## src/rtl/adc_pkg.sv

```systemverilog
// Shared types and constants for the ADC LVDS frame-alignment path.
// Holds the alignment FSM state enum, the deserializer width and default frame word.
package adc_pkg;

  localparam int DESER_WIDTH = 8;

  localparam logic [DESER_WIDTH-1:0] FRAME_PATTERN_DEF = 8'hF0;

  typedef enum logic [2:0] {
    IDLE    = 3'd0,
    SETTLE  = 3'd1,
    CHECK   = 3'd2,
    SLIP    = 3'd3,
    CONFIRM = 3'd4,
    LOCKED  = 3'd5,
    FAIL    = 3'd6
  } align_state_t;

endpackage

```

## src/rtl/adc_align_ctrl.sv

```systemverilog
// Frame-alignment sequencer: issues spaced bitslip pulses until the frame word
// matches, confirms lock, watches for loss of lock and re-aligns.
// Ports: CLKDIV (clock), cpu_resetn (sync active-low), en, frm_data[7:0] in;
// bitslip, aligned, align_err, lock_lost, slip_cnt[3:0], relock_cnt[7:0],
// state_o[2:0] out (all registered).
module adc_align_ctrl
  import adc_pkg::*;
#(
  parameter logic [DESER_WIDTH-1:0] FRAME_PATTERN = FRAME_PATTERN_DEF,
  parameter int SETTLE_CYCLES = 4,
  parameter int MAX_SLIPS     = 8,
  parameter int CONFIRM_CNT   = 8,
  parameter int LOSS_THRESH   = 4,
  parameter int MAX_RETRIES   = 3
) (
  input  logic                   CLKDIV,
  input  logic                   cpu_resetn,
  input  logic                   en,
  input  logic [DESER_WIDTH-1:0] frm_data,
  output logic                   bitslip,
  output logic                   aligned,
  output logic                   align_err,
  output logic                   lock_lost,
  output logic [3:0]             slip_cnt,
  output logic [7:0]             relock_cnt,
  output logic [2:0]             state_o
);

  localparam int SW = $clog2(SETTLE_CYCLES + 1);
  localparam int RW = $clog2(MAX_RETRIES + 1);
  localparam int MW = $clog2(CONFIRM_CNT + 1);
  localparam int LW = $clog2(LOSS_THRESH + 1);

  localparam logic [SW-1:0] SETTLE_LOAD = SW'(SETTLE_CYCLES - 1);
  localparam logic [3:0]    SLIP_MAX    = 4'(MAX_SLIPS);
  localparam logic [RW-1:0] RETRY_MAX   = RW'(MAX_RETRIES);
  localparam logic [MW-1:0] CONF_MAX    = MW'(CONFIRM_CNT);
  localparam logic [LW-1:0] LOSS_MAX    = LW'(LOSS_THRESH);

  align_state_t    state_q, state_d;
  logic [SW-1:0]   settle_q, settle_d;
  logic [3:0]      slip_q, slip_d;
  logic [RW-1:0]   retry_q, retry_d;
  logic [MW-1:0]   match_q, match_d;
  logic [LW-1:0]   miss_q, miss_d;
  logic [7:0]      relock_q, relock_d;
  logic            bitslip_q, bitslip_d;
  logic            aligned_q, aligned_d;
  logic            err_q, err_d;
  logic            lost_q, lost_d;

  logic            hit;

  assign hit = (frm_data == FRAME_PATTERN);

  always_comb begin
    state_d  = state_q;
    settle_d = settle_q;
    slip_d   = slip_q;
    retry_d  = retry_q;
    match_d  = match_q;
    miss_d   = miss_q;
    relock_d = relock_q;
    lost_d   = 1'b0;

    unique case (state_q)
      IDLE: begin
        slip_d  = '0;
        retry_d = '0;
        match_d = '0;
        miss_d  = '0;
        if (en) begin
          state_d  = SETTLE;
          settle_d = SETTLE_LOAD;
        end
      end

      SETTLE: begin
        if (settle_q == '0) begin
          state_d = CHECK;
        end else begin
          settle_d = settle_q - 1'b1;
        end
      end

      CHECK, CONFIRM: begin
        if (hit) begin
          if (state_q == CHECK) begin
            match_d = MW'(1);
            state_d = CONFIRM;
          end else begin
            match_d = match_q + 1'b1;
            if (match_d == CONF_MAX) begin
              state_d = LOCKED;
            end
          end
        end else begin
          // Mismatch: slip again, start a new sweep, or give up.
          match_d = '0;
          if (slip_q < SLIP_MAX) begin
            state_d = SLIP;
          end else if (retry_q < RETRY_MAX) begin
            state_d  = SETTLE;
            settle_d = SETTLE_LOAD;
            retry_d  = retry_q + 1'b1;
            slip_d   = '0;
          end else begin
            state_d = FAIL;
          end
        end
      end

      SLIP: begin
        slip_d   = slip_q + 1'b1;
        state_d  = SETTLE;
        settle_d = SETTLE_LOAD;
      end

      LOCKED: begin
        if (hit) begin
          miss_d = '0;
        end else if (miss_q + 1'b1 == LOSS_MAX) begin
          lost_d   = 1'b1;
          if (relock_q != 8'hFF) begin
            relock_d = relock_q + 1'b1;
          end
          slip_d   = '0;
          retry_d  = '0;
          match_d  = '0;
          miss_d   = '0;
          state_d  = SETTLE;
          settle_d = SETTLE_LOAD;
        end else begin
          miss_d = miss_q + 1'b1;
        end
      end

      FAIL: begin
        state_d = FAIL;
      end

      default: begin
        state_d = IDLE;
      end
    endcase

    // Dropping enable wins over everything; loss history survives.
    if (!en) begin
      state_d  = IDLE;
      settle_d = '0;
      slip_d   = '0;
      retry_d  = '0;
      match_d  = '0;
      miss_d   = '0;
      lost_d   = 1'b0;
    end

    bitslip_d = (state_d == SLIP);
    aligned_d = (state_d == LOCKED);
    err_d     = (state_d == FAIL);
  end

  always_ff @(posedge CLKDIV) begin
    if (!cpu_resetn) begin
      state_q   <= IDLE;
      settle_q  <= '0;
      slip_q    <= '0;
      retry_q   <= '0;
      match_q   <= '0;
      miss_q    <= '0;
      relock_q  <= '0;
      bitslip_q <= 1'b0;
      aligned_q <= 1'b0;
      err_q     <= 1'b0;
      lost_q    <= 1'b0;
    end else begin
      state_q   <= state_d;
      settle_q  <= settle_d;
      slip_q    <= slip_d;
      retry_q   <= retry_d;
      match_q   <= match_d;
      miss_q    <= miss_d;
      relock_q  <= relock_d;
      bitslip_q <= bitslip_d;
      aligned_q <= aligned_d;
      err_q     <= err_d;
      lost_q    <= lost_d;
    end
  end

  assign bitslip    = bitslip_q;
  assign aligned    = aligned_q;
  assign align_err  = err_q;
  assign lock_lost  = lost_q;
  assign slip_cnt   = slip_q;
  assign relock_cnt = relock_q;
  assign state_o    = state_q;

endmodule

```

## config.mk

```make
export PLATFORM = sky130hd
export DESIGN_NAME = adc_align_ctrl
export DESIGN_NICKNAME = d
export VERILOG_FILES = /design/src/rtl/adc_pkg.sv /design/src/rtl/adc_align_ctrl.sv
export SDC_FILE = /design/constraint.sdc
export NUM_CORES = 1
export LEC_CHECK = 0
export CAP_MARGIN = 25
export CORE_UTILIZATION = 50
export DETAILED_ROUTE_END_ITERATION = 10
export PLACE_DENSITY_LB_ADDON = 0.3
export SLEW_MARGIN = 20
export SYNTH_ARGS = -nofsm -noshare
export SYNTH_HDL_FRONTEND = slang
export SYNTH_SLANG_ARGS = --single-unit
```

## constraint.sdc

```tcl
create_clock -name CLKDIV -period 4.3 [get_ports CLKDIV]
set_input_delay 0.43 -clock CLKDIV [delete_from_list [all_inputs] [get_ports CLKDIV]]
set_output_delay 0.43 -clock CLKDIV [all_outputs]
set_load 0.03 [all_outputs]
```

== After elaboration in Yosys (flattened, before gate mapping) ==
Index checks and enable logic that the tools add are counted.

* $lt $le $gt $ge: 2
* Shift-type cells: 0
* Bitwise gates (word level): 4
* Equal/unequal tests: 19
* Divide/modulo/power cells: 0
* Mux-type cells: 36
* Multiply operators: 0
* Reduce and logical (&&, ||, !) cells: 15
* Add/sub/neg operators: 6

{| class="wikitable"
|+ Operators by type and width
! cell !! number
|-
| $mux W3 || 17
|-
| $mux W4 || 7
|-
| $eq A3 B3 Y1 const B || 6
|-
| $pmux W4 S4 || 1
|-
| $pmux W3 S5 || 1
|-
| $ne A2 B2 Y1 const B || 6
|-
| $pmux W3 S4 || 1
|-
| $pmux W4 S3 || 1
|-
| $reduce_and A6 Y1 || 2
|-
| $mux W2 || 5
|-
| $eq A3 B2 Y1 const B || 3
|-
| $add A4 B1 Y4 const B || 2
|-
| $add A8 B1 Y8 const B || 1
|-
| $eq A8 B8 Y1 const B || 1
|-
| $ne A8 B8 Y1 const B || 1
|-
| $reduce_bool A4 Y1 || 2
|-
| $reduce_and A7 Y1 || 1
|-
| $logic_not A3 Y1 || 2
|-
| $pmux W2 S3 || 1
|-
| $pmux W3 S2 || 1
|-
| $eq A4 B4 Y1 const B || 1
|-
| $lt A4 B4 Y1 const B || 1
|-
| $not A1 Y1 || 4
|-
| $reduce_and A4 Y1 || 1
|-
| 12 further kinds || 13
|}

* ROM bits: 0
* Memory bits (writable): 0
* Word-level logic and storage cells: 93
* Register bits: 31
* Bits in latches: 0
* Memories kept: 0

== Longest topological paths before layout ==
Gate-level depths: netlist (run 1).

* Depth in word-level cells: 8
* Mapped depth: 6
* Gate-level depth less buffers: 6

== Worst setup path before layout (run 1) ==
Ideal clock, no wire load.

* Path kind: register to register
* From: reg state_q[2] (netlist: state_o[2])
* To: reg relock_q[5] (netlist: relock_cnt[5])
* Setup time: 70 ps
* Stages on the path, launching flop included: 6
* Data required time: 4,230 ps
* Arrival: 1,767 ps
* Path buffers: 1
* Period minus slack after synthesis: 1,837 ps
* Slack: 2,463 ps
* Cell sequence: dfxtp_1 > buf_2 > and3b_1 > o2111ai_4 > or4_1 > a21oi_1

* Cells in the longest elaborated chain, start to end: 2

{| class="wikitable"
|+ RTL lines
! element !! RTL line !! text
|-
| start: declaration || adc_align_ctrl.sv:40 || <nowiki>align_state_t state_q, state_d;</nowiki>
|-
| start signal: assignment || adc_align_ctrl.sv:177 || <nowiki>state_q <= state_d;</nowiki>
|-
| $eq A3 B3 Y1 || adc_align_ctrl.sv:66 || <nowiki>unique case (state_q)</nowiki>
|-
| $reduce_and A4 Y1 (no source line) || - ||
|-
| end signal: assignment || adc_align_ctrl.sv:183 || <nowiki>relock_q <= relock_d;</nowiki>
|-
| end: declaration || adc_align_ctrl.sv:46 || <nowiki>logic [7:0] relock_q, relock_d;</nowiki>
|}

Every way passes these cells.
A chain may end at the register's enable or synchronous reset.

== Worst setup path after layout (run 1) ==
* From: in frm_data[1]
* To: reg settle_q[0]

* Cells in the longest elaborated chain, start to end: 3
* Elaborated cells between the ends (all ways): 4
* Classes of those cells: eq/ne (3); reduce/logical (1)

{| class="wikitable"
|+ RTL lines
! element !! RTL line !! text
|-
| start: declaration || adc_align_ctrl.sv:19 || <nowiki>input logic [DESER_WIDTH-1:0] frm_data,</nowiki>
|-
| $eq A8 B8 Y1 (*) || adc_align_ctrl.sv:54 || <nowiki>assign hit = (frm_data == FRAME_PATTERN);</nowiki>
|-
| $ne A2 B2 Y1 (no source line) || - ||
|-
| $reduce_and A7 Y1 (no source line) (*) || - ||
|-
| end signal: assignment || adc_align_ctrl.sv:178 || <nowiki>settle_q <= settle_d;</nowiki>
|-
| end: declaration || adc_align_ctrl.sv:41 || <nowiki>logic [SW-1:0] settle_q, settle_d;</nowiki>
|}

Mark *: on every way between the ends. The rest lies on a longest branch, timed or not.

==> flow_summary.yaml, run 1 <==
power_and_ir_drop:
  cellPowerDensity_mw_per_mm2: 239
  switching_share: 0.273
  design_power_total_uw: 516
  seq_power_share: 0.575
  irDropWorstVdd_uv: 149
  power.net_switching_uw: 141
  p_clk_frac: 0.329
  p_int_uw: 375
  p_leak_nw: 0.721
  power.combinational.fraction: 0.096
synthesis:
  syn_inst: 217
  postSynthRegisterBits: 31
  syn-mean-instance-area_um2: 8.31
  synth_seq_area_share: 0.344
  number_of_enable_type_register_cells_in_the_synthesized_netlist: 0
  synthFlopType: "sky130_fd_sc_hd__dfxtp_1"
  post_synth_mux_area_share: 0
  yosysWarnings: 0
  parity_gate_share_of_the_synthesized_area_counting_xor_and_xnor_cells: 0.0187
  synthesis.area_mm2: 0.00180
  synth-compound-area-share: 0.260
  syn-num-nets: 236
  synth_area_in_adders: 0.0555
  post_synth_and_or_nand_nor_area_fraction: 0.275
  ys_types: 53
  synth_top_family_by_area: "simple AND/OR/NAND/NOR gates"
  asyncSetResetFlopFracSynth: 0
critical_path:
  critical-path-max-stage-delay_ns: 0.68
  startpoint_class: "input pin"
  endpoint_kind: "register"
  worstPathMaxFanout: 11
  timing.critical_path.slowest_stage_cell: "sky130_fd_sc_hd__or4_1"
  critical_path_required_ns: 4.53
  crit_path_cell_trace: "clkdlybuf4s50_1, or4_1, nor2_1, o21ai_0, a41o_1"
  worst_path_dominant_cell_family: "simple AND/OR/NAND/NOR gates"
  worstSetupPathType: "in2reg"
  worst-endpoint-arrival_ns: 2.82
  crit_buf_inv: 1
route:
  vias_post_dr: 1793
  ant_nets: 0
  dr.pass1.iters: 4
  drt-total-wl_mm: 4.25
  first_iter_violations: 116
  route.detailed.vias_per_inst: 6.23
  post_drt_wl_per_cell_um: 14.8
  detail_route.drc_violations: 0
global_route:
  first_global_vias: 1512
  number_of_antenna_violations_at_the_first_check_in_global_routing: 0
  grt.overflow.total: 0
  grtUsageTotal: 0.241
  grt_max_degree: 26
  grt_pass1_wl_mm: 6.74
timing:
  totalNegativeSetupSlack_ns: 0
  worst_pin_slew_ns: 0.788
  finalSetupViolations: 0
  hold_viol: 0
  min_period_ns: 2.59
  worst_slew_margin_rel: 0.474
  post-route-worst-setup-slack_ns: 1.71
  fmax_mhz: 387
  worst_hold_slack_ns: 0.491
  grt_setup_unrepaired: "false"
  final_report_max_slew_violation_count: 0
  final.period_utilization: 0.601
  timing.clock.skew_ns: 0.00919
clocking:
  clk-insertion-delay-late_ns: 0.34
  ctsResizeCount: 0
  clk_pin_slew_worst_setup_hold_paths_ns: 0.11
  tritoncts: "built"
  ctsHoldBuffers: 0
  clock-sinks: 31
  htree_levels: 2
  ctsRootBufferMaster: "sky130_fd_sc_hd__clkbuf_4"
  cts.repair_timing.setup_buffer_count: 0
  clk_path_buf_depth: 2
  cts_buffers: 5
finish:
  ff_latch_area_um2: 621
  multiInputGateArea_mm2: 0.00110
  area_growth_pct: 19.4
  fraction_of_layout_instances_using_a_drive_strength_above_1: 0.0620
  final_design_area_no_fill_mm2: 0.00215
  nFillCells: 297
  insertedDiodeCount: 0
  design.final.nets: 260
floorplan:
  die_width_um: 62.1
  die-area_mm2: 0.00385
  ioPinCount: 30
  die_boundary_height_um: 62.1
  cell_rows: 21
  core-area_mm2: 0.00339
  initial_core_util: 0.532
placed_design:
  port-buffer-count: 29
  dpl.hpwl_mm: 2.97
  gp_congestion: 0.849
  place_area_mm2: 0.00210
  dpl_worst_slack_ns: 1.43
hold_path:
  hold_path.class: "reg2reg"
job:
  max_cap_violation_count: 0
outcome:
  outcome: "completed"
-- Yosys cell counts (all sizes together), types with 5 or more instances --
cell / number / area share
nand4: 7 / 0.024
o21ai: 10 / 0.028
dfxtp: 31 / 0.34
clkbuf: 5 / 0.010
nand2: 21 / 0.044
o211ai: 8 / 0.033
ha: 8 / 0.055
nand3: 14 / 0.039
inv: 8 / 0.017
buf: 7 / 0.020
a21oi: 12 / 0.033
nor2b: 6 / 0.021
nor2: 9 / 0.019
or3: 5 / 0.017
a31oi: 7 / 0.024
-- per-layer routing --
metal / vias to the layer above / share of wire / wire length, µm / GRT usage
li1: 886 / - / - / -
met4: 0 / 0.014 / 61 / 0.105
met5: - / 0 / 0 / 0
met2: 67 / 0.45 / 1930 / 0.345
met1: 832 / 0.48 / 2030 / 0.336
met3: 8 / 0.055 / 234 / 0.0663
-- through the flow --
step | cells | utilization
after CTS | 288 | 0.636
final | 288 | 0.636
after floorplan | 217 | -
after global routing | 288 | 0.636
after global placement | 280 | 0.619
after detailed placement | 280 | 0.619
-- cell type report --
class | instances | share of cell area
clock inverters | 3 | 0.00929
well taps | 46 | 0.0267
multi-input cells | 166 | 0.510
repair buffers | 29 | 0.135
inverters | 8 | 0.0139
flip-flops and latches | 31 | 0.288
clock buffers | 5 | 0.0174
-- state kept, by name, indices dropped and copies added (netlist names), 2 cells and up --
register    count
relock_cnt      8
slip_cnt        4
settle_q        3
state_o         3
match_q         4
retry_q         2
miss_q          3
-- placed cells by master (no fill, tap or decap), types with 5 or more instances in the layout --
master	instances
sky130_fd_sc_hd__a21oi_1	12
sky130_fd_sc_hd__a31oi_1	7
sky130_fd_sc_hd__clkbuf_4	5
sky130_fd_sc_hd__clkdlybuf4s50_1	29
sky130_fd_sc_hd__dfxtp_1	31
sky130_fd_sc_hd__ha_1	8
sky130_fd_sc_hd__inv_1	8
sky130_fd_sc_hd__nand2_1	21
sky130_fd_sc_hd__nand3_1	14
sky130_fd_sc_hd__nand4_1	7
sky130_fd_sc_hd__nor2_1	9
sky130_fd_sc_hd__nor2b_1	6
sky130_fd_sc_hd__o211ai_1	8
sky130_fd_sc_hd__o21ai_0	9
sky130_fd_sc_hd__or3_1	5
-- power by group through the flow --
stage               Clock [mW]  Sequential [mW]  Combinational, mW
floorplan                    0            0.301             0.0311
global placement             0            0.303             0.0479
detailed placement           0            0.303             0.0487
CTS                      0.176            0.297             0.0492
global route             0.191            0.298             0.0543
finish                   0.170            0.297             0.0494
-- worst register-to-register path, cell delays in order (launching register included) --
cell,delay (ns)
sky130_fd_sc_hd__dfxtp_1,0.75
sky130_fd_sc_hd__and3b_1,0.38
sky130_fd_sc_hd__o2111ai_4,0.28
sky130_fd_sc_hd__or4_1,0.58
sky130_fd_sc_hd__a21oi_1,0.15
-- worst paths after layout --
kind | startpoint | to | slack [ns] | cells past startpoint
min reg2reg | match_q[2]$_SDFFE_PN0P_ | match_q[2]$_SDFFE_PN0P_ | 0.49 | 1
min | match_q[2]$_SDFFE_PN0P_ | match_q[2]$_SDFFE_PN0P_ | 0.49 | 1
max reg2reg | state_o[0]$_SDFF_PN0_ | relock_cnt[7]$_SDFFE_PN0P_ | 2.10 | 4
max | frm_data[1] | settle_q[0]$_SDFFE_PN0P_ | 1.71 | 5
-- kinds of logic (layout without fill, tap and decap cells) --
| kind of cell | after synthesis | count (layout) |
|---|---|---|
| XOR/XNOR | 3 | 3 |
| AND/OR/NAND/NOR | 90 | 90 |
| buffers and inverters | 20 | 45 |
| flip-flops | 31 | 31 |
| AO/OA/AOI/OAI | 65 | 65 |
| adder cells (fa/ha/maj) | 8 | 8 |
Note: power is estimated with default switching activity, not from simulation.
==> run 2, diff against run 1 <==
==> constraint.sdc (replaced) <==
create_clock -name CLKDIV -period 2.7 [get_ports CLKDIV]
set_input_delay 0.27 -clock CLKDIV [delete_from_list [all_inputs] [get_ports CLKDIV]]
set_output_delay 0.27 -clock CLKDIV [all_outputs]
set_load 0.03 [all_outputs]
==> run 2 against run 1 <==
Against the previous run: total power up 95%; clock skew about the same; sequential share of layout area down 1.0 points; largest cell class unchanged; sequential power up 57%.
==> flow_summary.yaml, run 2 (synthesis gave the netlist of run 1 again) <==
critical_path:
  timing.rr.end: "slip_cnt[2]$_SDFFE_PN0P_"
  timing.critical_path.slowest_stage_cell: "sky130_fd_sc_hd__dfxtp_1"
  crit_path_cell_trace: "clkdlybuf4s50_1"
  endpoint_kind: "output port"
  critical_path_required_ns: 2.43
  crit_buf_inv: 1
  worstSetupPathType: "reg2out"
  worst-endpoint-arrival_ns: 2.00
  startpoint_class: "register"
  rr_startpoint: "state_o[1]$_SDFF_PN0_"
  worstPathMaxFanout: 25
  r2r.worst_path.cells: 4
  worst_path_dominant_cell_family: "flip-flops"
  r2r_setup_slack_ns: 0.55
  critical-path-max-stage-delay_ns: 0.86
power_and_ir_drop:
  cellPowerDensity_mw_per_mm2: 450
  p_leak_nw: 0.772
  irDropWorstVdd_uv: 324
global_route:
  grt_pass1_wl_mm: 7.10
  number_of_antenna_violations_at_the_first_check_in_global_routing: 0
  grtUsageTotal: 0.253
  grt.overflow.total: 0
  grt_max_degree: 26
  first_global_vias: 1534
floorplan:
  cell_rows: 21
  die-area_mm2: 0.00385
  initial_core_util: 0.532
  die_boundary_height_um: 62.1
  die_width_um: 62.1
  ioPinCount: 30
  core-area_mm2: 0.00339
route:
  dr.pass1.iters: 5
  ant_nets: 0
  first_iter_violations: 137
  drt-total-wl_mm: 4.24
  route.detailed.vias_per_inst: 6.08
  vias_post_dr: 1780
  detail_route.drc_violations: 0
  post_drt_wl_per_cell_um: 14.5
placed_design:
  dpl.hpwl_mm: 3.05
  port-buffer-count: 29
  gp_congestion: 0.799
timing:
  finalSetupViolations: 0
  final_report_max_slew_violation_count: 0
  hold_viol: 0
  timing.clock.skew_ns: 0.00960
  worst_slew_margin_rel: 0.459
  final.period_utilization: 0.841
  worst_hold_slack_ns: 0.485
  min_period_ns: 2.27
  fmax_mhz: 440
  totalNegativeSetupSlack_ns: 0
  worst_pin_slew_ns: 0.810
  grt_setup_unrepaired: "false"
clocking:
  htree_levels: 2
  ctsRootBufferMaster: "sky130_fd_sc_hd__clkbuf_4"
  ctsHoldBuffers: 0
  ctsResizeCount: 0
  tritoncts: "built"
  clk-insertion-delay-late_ns: 0.33
  clk_path_buf_depth: 2
  cts_buffers: 5
  clk_pin_slew_worst_setup_hold_paths_ns: 0.10
  cts.repair_timing.setup_buffer_count: 0
  clock-sinks: 31
hold_path:
  hold_path.class: "reg2reg"
  worst_hold_path.endpoint: "miss_q[1]$_SDFFE_PN0P_"
  holdPathStages: 2
  launch_instance_of_the_worst_min_delay_path: "miss_q[1]$_SDFFE_PN0P_"
outcome:
  outcome: "completed"
finish:
  largest_register_ffs: 8
  insertedDiodeCount: 0
  area_growth_pct: 23.9
  mostFrequentLayoutCell: "sky130_fd_sc_hd__dfxtp_1"
  fraction_of_layout_instances_using_a_drive_strength_above_1: 0.0769
  layout.cells.most_common_list: "sky130_fd_sc_hd__dfxtp_1, sky130_fd_sc_hd__clkdlybuf4s50_1, sky130_fd_sc_hd__nand2_1"
  design.final.nets: 265
  fin_util: 0.660
  nFillCells: 286
job:
  max_cap_violation_count: 0
[run 2: changes by cell type in the layout (fill, tap and decap cells not counted), sizes merged]
| cell | change |
|---|---|
| buf | +5 |
| bufinv | +2 |
| clkbuf | +1 |
| clkinv | -1 |
| clkinvlp | -2 |
[run 2: worst max path at each step]
stage,from,to,slack [ns],cells past startpoint
after global placement,frm_data[1],aligned$_SDFF_PN0_,0.44,5
after global routing,state_o[1]$_SDFF_PN0_,state_o[1],0.30,1
final,state_o[1]$_SDFF_PN0_,state_o[1],0.43,1
after floorplan,state_o[2]$_SDFF_PN0_,relock_cnt[5]$_SDFFE_PN0P_,0.86,5
after detailed placement,frm_data[1],relock_cnt[6]$_SDFFE_PN0P_,0.46,5
after CTS,state_o[1]$_SDFF_PN0_,state_o[1],0.43,1
[run 2: stage by stage]
step	std cells	power [mW]	instance area, µm²	worst slack, ns
2_1_floorplan	217	0.528	1800	0.863
4_1_cts	293	1.01	2240	0.432
6_report	293	1.01	2240	0.429
5_1_grt	293	1.05	2240	0.300
3_5_place_dp	285	0.563	2130	0.456
3_3_place_gp	285	0.562	2130	0.443
[run 2: per-layer routing]
layer | vias to the layer above | global-route usage | wire, µm | part of all wire
met5 | - | 0 | 0 | 0
met4 | 0 | 0.0794 | 29 | 0.0068
met3 | 4 | 0.0745 | 292 | 0.069
met2 | 75 | 0.368 | 1870 | 0.44
met1 | 811 | 0.360 | 2040 | 0.48
li1 | 890 | - | - | -
[run 2: layout make-up]
type / count / area, µm² / area share
Multi-Input combinational cell: 166 / 1100 / 0.491
Sequential cell: 31 / 621 / 0.278
Timing Repair Buffer: 34 / 328 / 0.147
Clock inverter: 2 / 60.1 / 0.0269
Tap cell: 46 / 57.6 / 0.0257
Clock buffer: 6 / 41.3 / 0.0185
Inverter: 8 / 30.0 / 0.0134
[run 2: worst min-delay path, stage by stage, from the launching register on]
cell and delay, ns:
sky130_fd_sc_hd__dfxtp_1 0.34, sky130_fd_sc_hd__nand2_1 0.06, sky130_fd_sc_hd__a21oi_1 0.05
[run 2: power breakdown]
part / internal (mW) / switching (mW) / leakage [nW]
clock network: 0.289 / 0.164 / 0.0525
logic: 0.0377 / 0.0484 / 0.469
registers: 0.462 / 0.00532 / 0.250
==> run 3, diff against run 2 <==
--- a/config.mk
+++ b/config.mk
@@ -6,7 +6,7 @@
 export NUM_CORES = 1
 export LEC_CHECK = 0
 export CAP_MARGIN = 25
-export CORE_UTILIZATION = 50
+export CORE_UTILIZATION = 48
 export DETAILED_ROUTE_END_ITERATION = 10
 export PLACE_DENSITY_LB_ADDON = 0.3
 export SLEW_MARGIN = 20
==> constraint.sdc (replaced) <==
create_clock -name CLKDIV -period 2.01 [get_ports CLKDIV]
set_input_delay 0.201 -clock CLKDIV [delete_from_list [all_inputs] [get_ports CLKDIV]]
set_output_delay 0.201 -clock CLKDIV [all_outputs]
set_load 0.03 [all_outputs]
==> run 3 against run 2 <==
Against the previous run: clock-buffer cell count unchanged; global-route usage decreased by 1.5 points; register-to-register slack got worse by 0.42 ns; critical endpoint is now aligned$_SDFF_PN0_; worst setup slack got worse by 0.30 ns; worst hold slack got worse by 0.0014 ns; sequential power increased by 34%; critical path depth increased by 4; highest routed layer unchanged; critical path type is now in2reg; combinational power increased by 48%; total power increased by 48%; wire length increased by 5.2%.
==> flow_summary.yaml, run 3 (synthesis gave the netlist of run 1 again) <==
clocking:
  clk-insertion-delay-late_ns: 0.28
  ctsResizeCount: 0
  cts_buffers: 5
  ctsHoldBuffers: 0
  clk_pin_slew_worst_setup_hold_paths_ns: 0.06
  clk_path_buf_depth: 2
  htree_levels: 2
  clock-sinks: 31
  ctsRootBufferMaster: "sky130_fd_sc_hd__clkbuf_8"
  cts.repair_timing.setup_buffer_count: 0
  tritoncts: "built"
placed_design:
  gp_congestion: 0.805
  dpl_worst_slack_ns: -0.150
  port-buffer-count: 29
  place_area_mm2: 0.00225
  dpl.hpwl_mm: 3.21
global_route:
  grt_max_degree: 18
  grtUsageTotal: 0.239
  grt.overflow.total: 0
  first_global_vias: 1612
  grt_pass1_wl_mm: 7.59
  number_of_antenna_violations_at_the_first_check_in_global_routing: 0
finish:
  fraction_of_layout_instances_using_a_drive_strength_above_1: 0.130
  insertedDiodeCount: 0
  area_growth_pct: 32.2
  layout.cells.most_common_list: "sky130_fd_sc_hd__dfxtp_1, sky130_fd_sc_hd__clkdlybuf4s50_1, sky130_fd_sc_hd__nand2_1"
  nFillCells: 311
  final_design_area_no_fill_mm2: 0.00239
  largest_register_ffs: 8
  design.final.nets: 279
  fin_util: 0.688
  mostFrequentLayoutCell: "sky130_fd_sc_hd__dfxtp_1"
power_and_ir_drop:
  p_int_mw: 1.18
  irDropWorstVdd_uv: 365
  p_clk_frac: 0.491
  switching_share: 0.207
  seq_power_share: 0.423
  power.net_switching_uw: 308
  p_leak_nw: 0.860
  power.combinational.fraction: 0.086
  cellPowerDensity_mw_per_mm2: 622
floorplan:
  die_boundary_height_um: 63.3
  cell_rows: 21
  die_width_um: 63.3
  initial_core_util: 0.520
  ioPinCount: 30
  core-area_mm2: 0.00347
  die-area_mm2: 0.00401
timing:
  fmax_mhz: 531
  grt_setup_unrepaired: "false"
  post-route-worst-setup-slack_ns: 0.125
  worst_pin_slew_ns: 0.540
  finalSetupViolations: 0
  worst_hold_slack_ns: 0.483
  timing.clock.skew_ns: 0.00556
  final_report_max_slew_violation_count: 0
  totalNegativeSetupSlack_ns: 0
  worst_slew_margin_rel: 0.636
  min_period_ns: 1.88
  final.period_utilization: 0.938
  hold_viol: 0
critical_path:
  critical_path_required_ns: 2.20
  worstPathMaxFanout: 4
  worst-endpoint-arrival_ns: 2.07
  worstSetupPathType: "in2reg"
  startpoint_class: "input pin"
  endpoint_kind: "register"
route:
  dr.pass1.iters: 4
  drt-total-wl_mm: 4.45
  vias_post_dr: 1838
  post_drt_wl_per_cell_um: 14.5
  detail_route.drc_violations: 0
  first_iter_violations: 154
  ant_nets: 0
  route.detailed.vias_per_inst: 5.99
outcome:
  outcome: "completed"
job:
  max_cap_violation_count: 0
hold_path:
  hold_path.class: "reg2reg"
[run 3: changes by cell type in the layout (fill, tap and decap cells not counted)]
| cell | delta |
|---|---|
| sky130_fd_sc_hd__buf_12 | +1 |
| sky130_fd_sc_hd__dfxtp_2 | +1 |
| sky130_fd_sc_hd__clkbuf_4 | -5 |
| sky130_fd_sc_hd__dfxtp_1 | -1 |
| sky130_fd_sc_hd__buf_4 | +13 |
| sky130_fd_sc_hd__clkbuf_8 | +5 |
[run 3: worst max-delay path, stage by stage]
cell                              delay (ns)
sky130_fd_sc_hd__clkdlybuf4s50_1        0.41
sky130_fd_sc_hd__or4_1                  0.62
sky130_fd_sc_hd__nor4_2                 0.34
sky130_fd_sc_hd__nand4_1                0.21
sky130_fd_sc_hd__a211oi_1               0.28
[run 3: stage by stage]
| stage | power [mW] | std cells |
|---|---|---|
| floorplan | 0.710 | 217 |
| global placement | 0.765 | 299 |
| detailed placement | 0.767 | 299 |
| CTS | 1.49 | 307 |
| global route | 1.53 | 307 |
| finish | 1.48 | 307 |
[run 3: worst paths after layout]
kind | from | endpoint | slack (ns) | cells past startpoint
worst max-delay path | frm_data[1] | aligned$_SDFF_PN0_ | 0.13 | 5
worst min-delay path | match_q[2]$_SDFFE_PN0P_ | match_q[2]$_SDFFE_PN0P_ | 0.48 | 1
worst max register to register | miss_q[0]$_SDFFE_PN0P_ | slip_cnt[3]$_SDFFE_PN0P_ | 0.13 | 6
worst min register to register | match_q[2]$_SDFFE_PN0P_ | match_q[2]$_SDFFE_PN0P_ | 0.48 | 1
[run 3: final cells by class]
class / instances / area [µm²] / share of cell area
multi-input combinational: 166 / 1100 / 0.460
sequential: 31 / 622 / 0.261
timing repair buffer: 48 / 445 / 0.187
clock buffer: 6 / 72.6 / 0.0304
clock inverter: 2 / 60.1 / 0.0252
tap: 46 / 57.6 / 0.0241
inverter: 8 / 30.0 / 0.0126
[run 3: per-layer routing]
layer / up-vias / wire [µm] / track usage
met2: 66 / 2000 / 0.364
met5: - / 0 / 0
li1: 919 / - / -
met1: 847 / 2110 / 0.335
met4: 0 / 38 / 0.0568
met3: 6 / 298 / 0.0598
[run 3: power by group through the flow]
stage               clock network, mW  logic (mW)  registers, mW
floorplan                           0      0.0666          0.643
finish                          0.729       0.127          0.628
CTS                             0.734       0.126          0.628
global route                    0.765       0.141          0.628
detailed placement                  0       0.126          0.642
global placement                    0       0.124          0.641
